$ cat src/rtl/snake_pkg.sv
// rtl/snake_pkg.sv - shared state/direction encodings for the snake controller
//
// Purpose : FSM state encoding, move-direction encoding (DIR_UP/DOWN/LEFT/RIGHT)
//           and a reversal helper used by the controller.
// Ports   : none (package)
package snake_pkg;

  typedef enum logic [1:0] {
    ST_IDLE  = 2'b00,
    ST_READY = 2'b01,
    ST_RUN   = 2'b10,
    ST_DEAD  = 2'b11
  } state_t;

  typedef enum logic [1:0] {
    DIR_UP    = 2'b00,
    DIR_DOWN  = 2'b01,
    DIR_LEFT  = 2'b10,
    DIR_RIGHT = 2'b11
  } dir_t;

  // Opposite directions share the axis bit (bit 1) and differ in bit 0.
  function automatic logic is_reverse(input dir_t a, input dir_t b);
    return (a[1] == b[1]) && (a[0] != b[0]);
  endfunction

endpackage

$ cat src/rtl/snake_ctrl_if.sv
// rtl/snake_ctrl_if.sv - step handshake between the controller and the body datapath
//
// Purpose : groups the step request/acknowledge bus.
// Signals : O_step_req  controller -> datapath, request one move
//           O_dir       controller -> datapath, move direction (stable while requesting)
//           O_clear     controller -> datapath, one-cycle reinitialise pulse
//           I_step_ack  datapath -> controller, move done
//           I_collide   datapath -> controller, collision (valid with I_step_ack)
//           I_eaten     datapath -> controller, food eaten (valid with I_step_ack)
import snake_pkg::*;

interface snake_ctrl_if;
  logic O_step_req;
  dir_t O_dir;
  logic O_clear;
  logic I_step_ack;
  logic I_collide;
  logic I_eaten;

  modport master (
    output O_step_req, O_dir, O_clear,
    input  I_step_ack, I_collide, I_eaten
  );

  modport slave (
    input  O_step_req, O_dir, O_clear,
    output I_step_ack, I_collide, I_eaten
  );
endinterface

$ cat src/rtl/snake_btn_sync.sv
// rtl/snake_btn_sync.sv - button synchronisers and direction priority encoder
//
// Purpose : brings the four raw direction buttons into the I_clk domain through
//           two flops each and picks one direction, up > down > left > right.
// Ports   : I_clk, I_rst_n                   clock, async active-low reset
//           I_button_u/d/l/r                 raw asynchronous buttons, active-high
//           O_valid                          some synchronised button is pressed
//           O_dir                            highest-priority pressed direction
import snake_pkg::*;

module snake_btn_sync (
  input  logic I_clk,
  input  logic I_rst_n,
  input  logic I_button_u,
  input  logic I_button_d,
  input  logic I_button_l,
  input  logic I_button_r,
  output logic O_valid,
  output dir_t O_dir
);

  // Bit order {u, d, l, r}
  logic [3:0] r_meta;
  logic [3:0] r_sync;

  always_ff @(posedge I_clk or negedge I_rst_n) begin
    if (!I_rst_n) begin
      r_meta <= '0;
      r_sync <= '0;
    end else begin
      r_meta <= {I_button_u, I_button_d, I_button_l, I_button_r};
      r_sync <= r_meta;
    end
  end

  always_comb begin
    O_valid = |r_sync;
    O_dir   = DIR_RIGHT;
    if (r_sync[3])      O_dir = DIR_UP;
    else if (r_sync[2]) O_dir = DIR_DOWN;
    else if (r_sync[1]) O_dir = DIR_LEFT;
  end

endmodule

$ cat src/rtl/snake_ctrl.sv
// rtl/snake_ctrl.sv - snake game controller: game FSM, move timer, direction and score
//
// Purpose : sequences IDLE/READY/RUN/DEAD, issues one step request per move
//           period, tracks the steering direction and counts food eaten.
// Ports   : I_clk, I_rst_n        clock, async active-low reset
//           I_load, I_drive       reload-game / start-run requests (level)
//           I_button_u/d/l/r      raw direction buttons
//           bus (master)          step handshake with the body datapath
//           O_state               FSM state
//           O_score               food eaten this game, saturating
import snake_pkg::*;

module snake_ctrl #(
  parameter int TICK_DIV = 25_000_000,
  parameter int SCORE_W  = 8
) (
  input  logic               I_clk,
  input  logic               I_rst_n,
  input  logic               I_load,
  input  logic               I_drive,
  input  logic               I_button_u,
  input  logic               I_button_d,
  input  logic               I_button_l,
  input  logic               I_button_r,
  snake_ctrl_if.master       bus,
  output logic [1:0]         O_state,
  output logic [SCORE_W-1:0] O_score
);

  localparam int TICK_W = $clog2(TICK_DIV);
  localparam logic [TICK_W-1:0] TICK_LAST = TICK_W'(TICK_DIV - 1);

  state_t              r_state;
  state_t              w_state_next;
  logic [TICK_W-1:0]   r_tick;
  logic                r_step_req;
  logic                r_clear;
  dir_t                r_dir;   // last issued direction
  dir_t                r_pend;  // direction for the next step
  logic [SCORE_W-1:0]  r_score;

  logic                w_btn_valid;
  dir_t                w_btn_dir;
  logic                w_run;
  logic                w_wrap;
  logic                w_ack_ok;

  snake_btn_sync u_btn_sync (
    .I_clk      (I_clk),
    .I_rst_n    (I_rst_n),
    .I_button_u (I_button_u),
    .I_button_d (I_button_d),
    .I_button_l (I_button_l),
    .I_button_r (I_button_r),
    .O_valid    (w_btn_valid),
    .O_dir      (w_btn_dir)
  );

  // State register
  always_ff @(posedge I_clk or negedge I_rst_n) begin
    if (!I_rst_n) r_state <= ST_IDLE;
    else          r_state <= w_state_next;
  end

  // Next state; load overrides everything else in the same cycle
  always_comb begin
    w_state_next = r_state;
    if (I_load) begin
      w_state_next = ST_READY;
    end else begin
      case (r_state)
        ST_IDLE:  w_state_next = ST_IDLE;
        ST_READY: if (I_drive) w_state_next = ST_RUN;
        ST_RUN:   if (w_ack_ok && bus.I_collide) w_state_next = ST_DEAD;
        ST_DEAD:  w_state_next = ST_DEAD;
      endcase
    end
  end

  // Outputs and state decodes
  always_comb begin
    w_run          = (r_state == ST_RUN);
    w_wrap         = w_run && (r_tick == TICK_LAST);
    // An ack only counts while a request is outstanding
    w_ack_ok       = w_run && r_step_req && bus.I_step_ack;
    O_state        = r_state;
    O_score        = r_score;
    bus.O_step_req = r_step_req;
    bus.O_dir      = r_dir;
    bus.O_clear    = r_clear;
  end

  // Move timer, step handshake, steering and score
  always_ff @(posedge I_clk or negedge I_rst_n) begin
    if (!I_rst_n) begin
      r_tick     <= '0;
      r_step_req <= 1'b0;
      r_clear    <= 1'b0;
      r_dir      <= DIR_RIGHT;
      r_pend     <= DIR_RIGHT;
      r_score    <= '0;
    end else begin
      r_clear <= 1'b0;
      if (I_load) begin
        r_clear    <= 1'b1;
        r_tick     <= '0;
        r_step_req <= 1'b0;
        r_dir      <= DIR_RIGHT;
        r_pend     <= DIR_RIGHT;
        r_score    <= '0;
      end else begin
        if (w_run && (w_state_next == ST_RUN))
          r_tick <= w_wrap ? '0 : r_tick + 1'b1;
        else
          r_tick <= '0;

        // A wrap while a request is still open is dropped, not queued
        if (w_ack_ok) begin
          r_step_req <= 1'b0;
          if (!bus.I_collide && bus.I_eaten && (r_score != '1))
            r_score <= r_score + 1'b1;
        end else if (w_wrap && !r_step_req) begin
          r_step_req <= 1'b1;
          r_dir      <= r_pend;
        end

        // Steering is frozen while a step is in flight; reversals are refused
        if (w_run && !r_step_req && w_btn_valid && !is_reverse(w_btn_dir, r_dir))
          r_pend <= w_btn_dir;
      end
    end
  end

endmodule

$ cat src/flat_wrapper.sv
// flat-port wrapper written by rule: the top's interface ports become plain ports
module snake_ctrl_flat 
#(
  parameter int TICK_DIV = 25_000_000,
  parameter int SCORE_W  = 8
)
  (I_clk, I_rst_n, I_load, I_drive, I_button_u, I_button_d, I_button_l, I_button_r, O_state, O_score, bus_O_step_req, bus_O_dir, bus_O_clear, bus_I_step_ack, bus_I_collide, bus_I_eaten);
  snake_ctrl_if bus_i ();
  input  logic I_clk;
  input  logic I_rst_n;
  input  logic I_load;
  input  logic I_drive;
  input  logic I_button_u;
  input  logic I_button_d;
  input  logic I_button_l;
  input  logic I_button_r;
  output logic [1:0] O_state;
  output logic [SCORE_W-1:0] O_score;
  output wire logic [$bits(bus_i.O_step_req)-1:0] bus_O_step_req;
  output wire logic [$bits(bus_i.O_dir)-1:0] bus_O_dir;
  output wire logic [$bits(bus_i.O_clear)-1:0] bus_O_clear;
  input wire logic [$bits(bus_i.I_step_ack)-1:0] bus_I_step_ack;
  input wire logic [$bits(bus_i.I_collide)-1:0] bus_I_collide;
  input wire logic [$bits(bus_i.I_eaten)-1:0] bus_I_eaten;
  assign bus_O_step_req = bus_i.O_step_req;
  assign bus_O_dir = bus_i.O_dir;
  assign bus_O_clear = bus_i.O_clear;
  assign bus_i.I_step_ack = bus_I_step_ack;
  assign bus_i.I_collide = bus_I_collide;
  assign bus_i.I_eaten = bus_I_eaten;
  snake_ctrl #(.TICK_DIV(TICK_DIV), .SCORE_W(SCORE_W)) u_core (.I_clk(I_clk), .I_rst_n(I_rst_n), .I_load(I_load), .I_drive(I_drive), .I_button_u(I_button_u), .I_button_d(I_button_d), .I_button_l(I_button_l), .I_button_r(I_button_r), .bus(bus_i), .O_state(O_state), .O_score(O_score));
endmodule
$ cat config.mk
export PLATFORM = sky130hd
export DESIGN_NAME = snake_ctrl_flat
export DESIGN_NICKNAME = d
export VERILOG_FILES = /design/src/rtl/snake_pkg.sv /design/src/rtl/snake_ctrl_if.sv /design/src/rtl/snake_btn_sync.sv /design/src/rtl/snake_ctrl.sv /design/src/flat_wrapper.sv
export SDC_FILE = /design/constraint.sdc
export NUM_CORES = 1
export LEC_CHECK = 0
export ABC_AREA = 1
export BUFFER_PORTS_ARGS = -buffer_cell sky130_fd_sc_hd__buf_2
export CORE_MARGIN = 8
export CORE_UTILIZATION = 55
export CTS_BUF_LIST = sky130_fd_sc_hd__clkbuf_8
export DETAILED_ROUTE_END_ITERATION = 12
export PLACE_DENSITY = 0.86
export SETUP_SLACK_MARGIN = 0.2
export SYNTH_ARGS = -nofsm -noshare
export SYNTH_HDL_FRONTEND = slang
export SYNTH_SLANG_ARGS = --single-unit
$ cat constraint.sdc
create_clock -name I_clk -period 1.7 [get_ports I_clk]
set_input_delay 0.34 -clock I_clk [delete_from_list [all_inputs] [get_ports I_clk]]
set_output_delay 0.34 -clock I_clk [all_outputs]
set_load 0.05 [all_outputs]
After elaboration in Yosys (flattened, before gate mapping)
Cells that the tools add are included.
{"block": "totals", "reg_bits": 49, "in_bits": 11, "output_inout_bits": 14, "wordCells": 66}
{"block": "op_classes", "n_addsub": 2, "n_eq_ne": 9, "mux": 22, "reduce_logical": 24}
{"operator": "$mux 25", "count": 3}
{"operator": "$add 25x1->25 const B", "count": 1}
{"operator": "$eq 25x25->1 const B", "count": 1}
{"operator": "$mux 8", "count": 3}
{"operator": "$mux 2", "count": 10}
{"operator": "$logic_and 1x1->1", "count": 12}
{"operator": "$add 8x1->8 const B", "count": 1}
{"operator": "$ne 8x8->1 const B", "count": 1}
{"operator": "$pmux 2 s4", "count": 1}
{"operator": "$reduce_bool 2->1", "count": 4}
{"operator": "$eq 2x2->1 const B", "count": 3}
{"operator": "$mux 1", "count": 5}
{"operator": "$reduce_and 2->1", "count": 2}
{"operator": "$reduce_or 4->1", "count": 1}
{"operator": "$logic_not 1->1", "count": 3}
{"operator": "$reduce_bool 3->1", "count": 1}
{"operator": "$eq 2x1->1 const B", "count": 1}
{"operator": "$logic_not 2->1", "count": 1}
{"operator": "$ne 2x2->1 const B", "count": 1}
{"operator": "$eq 1x1->1", "count": 1}
{"operator": "$ne 1x1->1", "count": 1}

Longest topological paths before layout
{"block": "depth", "word_depth": 11, "depth_mapped": 9, "mapped_depth_nobuf": 9}

Cells and area by module
From an unflattened synthesis, not the netlist that was laid out.
{"block": "unflattened", "cells_unflattened": 334, "hier_area_um2": 2578.7}
{"mod": "snake_ctrl", "n_inst": 1, "cells_per_inst": 321, "area_per_inst_um2": 2356.0, "seq_area_each_um2": 1031.0}
{"mod": "snake_btn_sync", "n_inst": 1, "cells_per_inst": 13, "area_per_inst_um2": 222.7, "seq_area_each_um2": 200.2}

Worst setup path after synthesis
No wires, ideal clock.
{"block": "synth_timing", "kind": "register -> register", "from": "register u_core.r_score[0], in the netlist u_core.O_score[0]", "to": "register u_core.r_score[2], in the netlist u_core.O_score[2]", "setup_time_ps": 131, "arrival_time_ps": 1570, "required_ps": 1569, "path_slack_ps": -2, "stages_incl_launch_ff": 7, "n_path_buf": 0, "period_less_slack_ps": 1702, "cell_sequence": "dfrtp_1 -> ha_1 -> nand3_1 -> nor2_1 -> nor2_2 -> nor2_2 -> o21ai_0"}
{"block": "synth_via", "elab_chain_cells": 4, "elab_cells_between_ends": 8, "cone_classes": "1 x add/sub; 1 x eq/ne; 3 x mux; 3 x reduce/logical"}
{"element": "start: declaration", "line_no": "snake_ctrl.sv:40", "text": "logic [SCORE_W-1:0] r_score;"}
{"element": "start signal: assignment", "line_no": "snake_ctrl.sv:121", "text": "r_score <= r_score + 1'b1;"}
{"element": "$add 8x1->8 / $ne 8x8->1 (equally long branches)", "line_no": "snake_ctrl.sv:121, snake_ctrl.sv:120"}
{"element": "$mux 8 / $logic_and 1x1->1 (equally long branches)", "line_no": "snake_ctrl.sv:120", "text": "if (!bus.I_collide && bus.I_eaten && (r_score != '1))"}
{"element": "$mux 8 / $reduce_bool 2->1 (equally long branches)"}
{"element": "$mux 8 / $reduce_and 2->1 (equally long branches)"}
Parallel ways exist; a longest one is shown, timed or not. The select of a mux whose other input is x is not followed.
A chain may end at the register's enable or synchronous reset.

Worst setup path after layout
{"block": "layout_timing", "from": "register u_core.r_tick[0]", "to": "register u_core.r_tick[12]"}
{"block": "layout_via", "elab_chain_cells": 5, "elab_cells_between_ends": 6, "cone_classes": "1 x add/sub; 1 x eq/ne; 3 x mux; 1 x reduce/logical"}
{"element": "start: declaration", "line_no": "snake_ctrl.sv:35", "text": "logic [TICK_W-1:0] r_tick;"}
{"element": "start signal: assignment", "line_no": "snake_ctrl.sv:113", "text": "r_tick <= w_wrap ? '0 : r_tick + 1'b1;"}
{"element": "branches (longest 2 deep; another with $add 25x1->25)"}
{"element": "$mux 25 (*)", "line_no": "snake_ctrl.sv:113"}
{"element": "$mux 25 (*)", "line_no": "snake_ctrl.sv:112", "text": "if (w_run && (w_state_next == ST_RUN))"}
{"element": "$mux 25 (*)", "line_no": "snake_ctrl.sv:104", "text": "if (I_load) begin"}
Mark *: on every way between the ends.

==> qor.yml <==
die:
  die_h_microns: 84.6
  rows: 25
  io_pins: 25
  start_util_pct: 55.9
  die_x_microns: 84.6
  die-area_sq_mm: 0.00716
  core_area_sq_mm: 0.00463
global_route:
  antenna_found_initial: 0
  grt_usage_pct: 16.1
  grt_first_pass_wirelength_mm: 9.41
  globalRouteOverflowTotal: 0
  grt_max_degree: 34
  first_global_vias: 2116
clocking:
  clock_latency_ps: 310
  cts_tree: "built"
  cts_buffers: 5
  clk_pin_slew_worst_paths_ps: 90
  cts_buffer_depth: 2
  cts_sinks: 49
  clock-root-buffer: "clkbuf_8"
  htree_num_levels: 2
sta:
  relSlewSlack_pct: 73.6
  max_clock_freq_mhz: 667
  rsz0062_at_grt: "true"
  finalClockSkew_ps: 7.68
  final-setup-viol-count: 0
  period_share_pct: 88.1
  hold_viol: 0
  finalCriticalPeriod_ps: 1500
  fin_tns_setup_ps: 0
  drv_slew: 0
  worstMarginPinSlew_ps: 396
drt:
  post_drt_wl_per_cell_microns: 13.7
  drt-pass1-iter-count: 4
  drc: 0
  routed_via_density: 5.23
  vias: 2301
  drtIter0Drc: 157
  routed_wl_mm: 6.02
  ant_nets: 0
power:
  power_mw: 2.21
  p_comb_share_pct: 5.8
  pwr_density_cell_mw_per_mm2: 715
  switching_power_mw: 0.500
  switching_share_pct: 22.7
  p_clk_share_pct: 39.8
  seqPwrFrac_pct: 54.4
  p_int_mw: 1.71
  irDropWorstVdd_v: 0.000394
  leakage_nw: 1.42
critical_path:
  crit_family: "simple AND/OR/NAND/NOR gates"
  required_ps: 1900
  path_buf_inv: 2
  cp_data_arrival_time_ps: 1700
  crit_chain: "ha_4 > nand2_4 > nor2_4 > buf_4 > inv_1 > nor2_1 > xnor2_1 > nor2_2"
  critPathSlowestCell: "dfrtp_1"
  crit_path_start_kind: "register"
  slowest_delay_ps: 410
  end_kind: "register"
  path_class: "register to register"
  cp_max_fo: 5
status:
  status: "finished clean"
place:
  hpwl_mm: 4.18
  gp_congestion: 0.943
  io_buffers: 24
  place_inst: 424
synth:
  ys_warn_count: 0
  syn-num-nets: 356
  yosysUniqueCellTypes: 25
  seq_area_frac_synth_pct: 47.5
  synth_top_area_cell: "dfrtp_1"
  yosysTopAreaCellShare_pct: 43.5
  postSynth.asyncResetShare_pct: 100
  ys_ff_latch: 49
  synth_edf_count: 0
  syn_inst: 343
  netlist_top_cells_count: "nand2_1, nor2_1, dfrtp_1"
  synth.most_common_cell: "nand2_1"
  syn_area_sq_mm: 0.00259
  syn_avg_cell_area_sq_um: 7.55
  ys.flop_type: "dfrtp_1"
  synth_top_cells_by_area: "dfrtp_1, nand2_1, nor2_1, nand3_1, inv_1"
run:
  drv_cap: 0
min_path:
  hp-class: "input pin to register"
final_layout:
  area_delta_synth_final_pct: 19.1
  final_nets: 398
  num_antenna_cells: 0
  final_layout_size_suffix_gt1_share_pct: 20.7
  final_cells: 440
[path summary, 6_finish.rpt]
| kind | cells past startpoint | endpoint | from | slack, ps |
|---|---|---|---|---|
| setup reg to reg | 8 | u_core.r_tick[12] | u_core.r_tick[0] | 200 |
| hold / removal | 1 | u_core.u_btn_sync.r_meta[0] | I_button_r | 130 |
| max in group asynchronous | 3 | u_core.r_pend[0] | I_rst_n | 640 |
| setup / recovery | 8 | u_core.r_tick[12] | u_core.r_tick[0] | 200 |
| min in group asynchronous | 2 | u_core.r_tick[2] | I_rst_n | 490 |
| hold reg to reg | 0 | u_core.u_btn_sync.r_sync[0] | u_core.u_btn_sync.r_meta[0] | 360 |
[cell usage in the layout, fill, tap and decap left out, types with 4 or more instances in the layout]
cell,instances
nand4_1,6
nor2_1,63
nor2_2,8
nor2_4,7
xnor2_1,5
inv_1,32
dfstp_2,4
clkbuf_8,6
xor2_1,11
nand2_1,111
dfrtp_2,6
dfrtp_1,39
buf_4,10
nand3_1,24
buf_2,22
[state kept, by name, indices dropped and copies added (netlist names)]
signal,count
u_core.u_btn_sync.r_sync,4
u_core.u_btn_sync.r_meta,4
u_core.bus.O_step_req,1
u_core.bus.O_dir,2
u_core.r_pend,2
u_core.r_tick,25
u_core.O_score,8
u_core.bus.O_clear,1
u_core.O_state,2
[layout make-up]
type,count,area (sq um)
inverter,35,131
multi-input combinational,259,1300
fill,358,1550
timing repair buffer,35,223
clock buffer,6,82.6
tap,54,67.6
sequential,49,1240
clock inverter,2,37.5
[kinds of logic (layout without fill, tap and decap cells)]
family	Yosys count	count (layout)	share of synthesized area [%]
buffers and inverters	37	78	5.80
xor gates and xnor gates	16	16	5.41
and+or+nand+nor	232	234	38.6
adders and majority gates	2	2	0.966
DFF	49	49	47.5
AOI/OAI and AO/OA	7	7	1.74
[metal layers]
layer / track usage [%] / wire (microns) / up-vias
met4: 6.80 / 98 / 0
met3: 3.61 / 441 / 10
met5: 0 / 0 / -
met1: 19.1 / 2590 / 1076
li1: - / - / 1141
met2: 27.3 / 2890 / 74
[power groups by stage]
stage	logic (mW)	registers (mW)	clock network [mW]
finish	0.128	1.20	0.877
global route	0.141	1.20	0.930
CTS	0.124	1.20	0.896
detailed placement	0.121	1.22	0
global placement	0.118	1.22	0
floorplan	0.0426	1.24	0
[per-stage QoR]
stage | instance area (sq um) | setup WS (ps) | util (%) | hold slack, ps
after global routing | 3080 | 133 | 66.6 | 120
final | 3080 | 202 | 66.6 | 135
after global placement | 2830 | 242 | 61.1 | 283
after floorplan | 2610 | 192 | - | 44.4
after CTS | 2970 | 209 | 64.2 | 126
after detailed placement | 2830 | 162 | 61.1 | 292
[what timing repair did]
action,CTS,global route
endpoints found under the hold margin,16,0
endpoints found under the setup margin,18,29
hold buffers,1,0
setup buffers,0,5
resized for setup,2,17
pin swaps,1,10
cloned,0,2
Note: power is estimated with default switching activity, not from simulation.
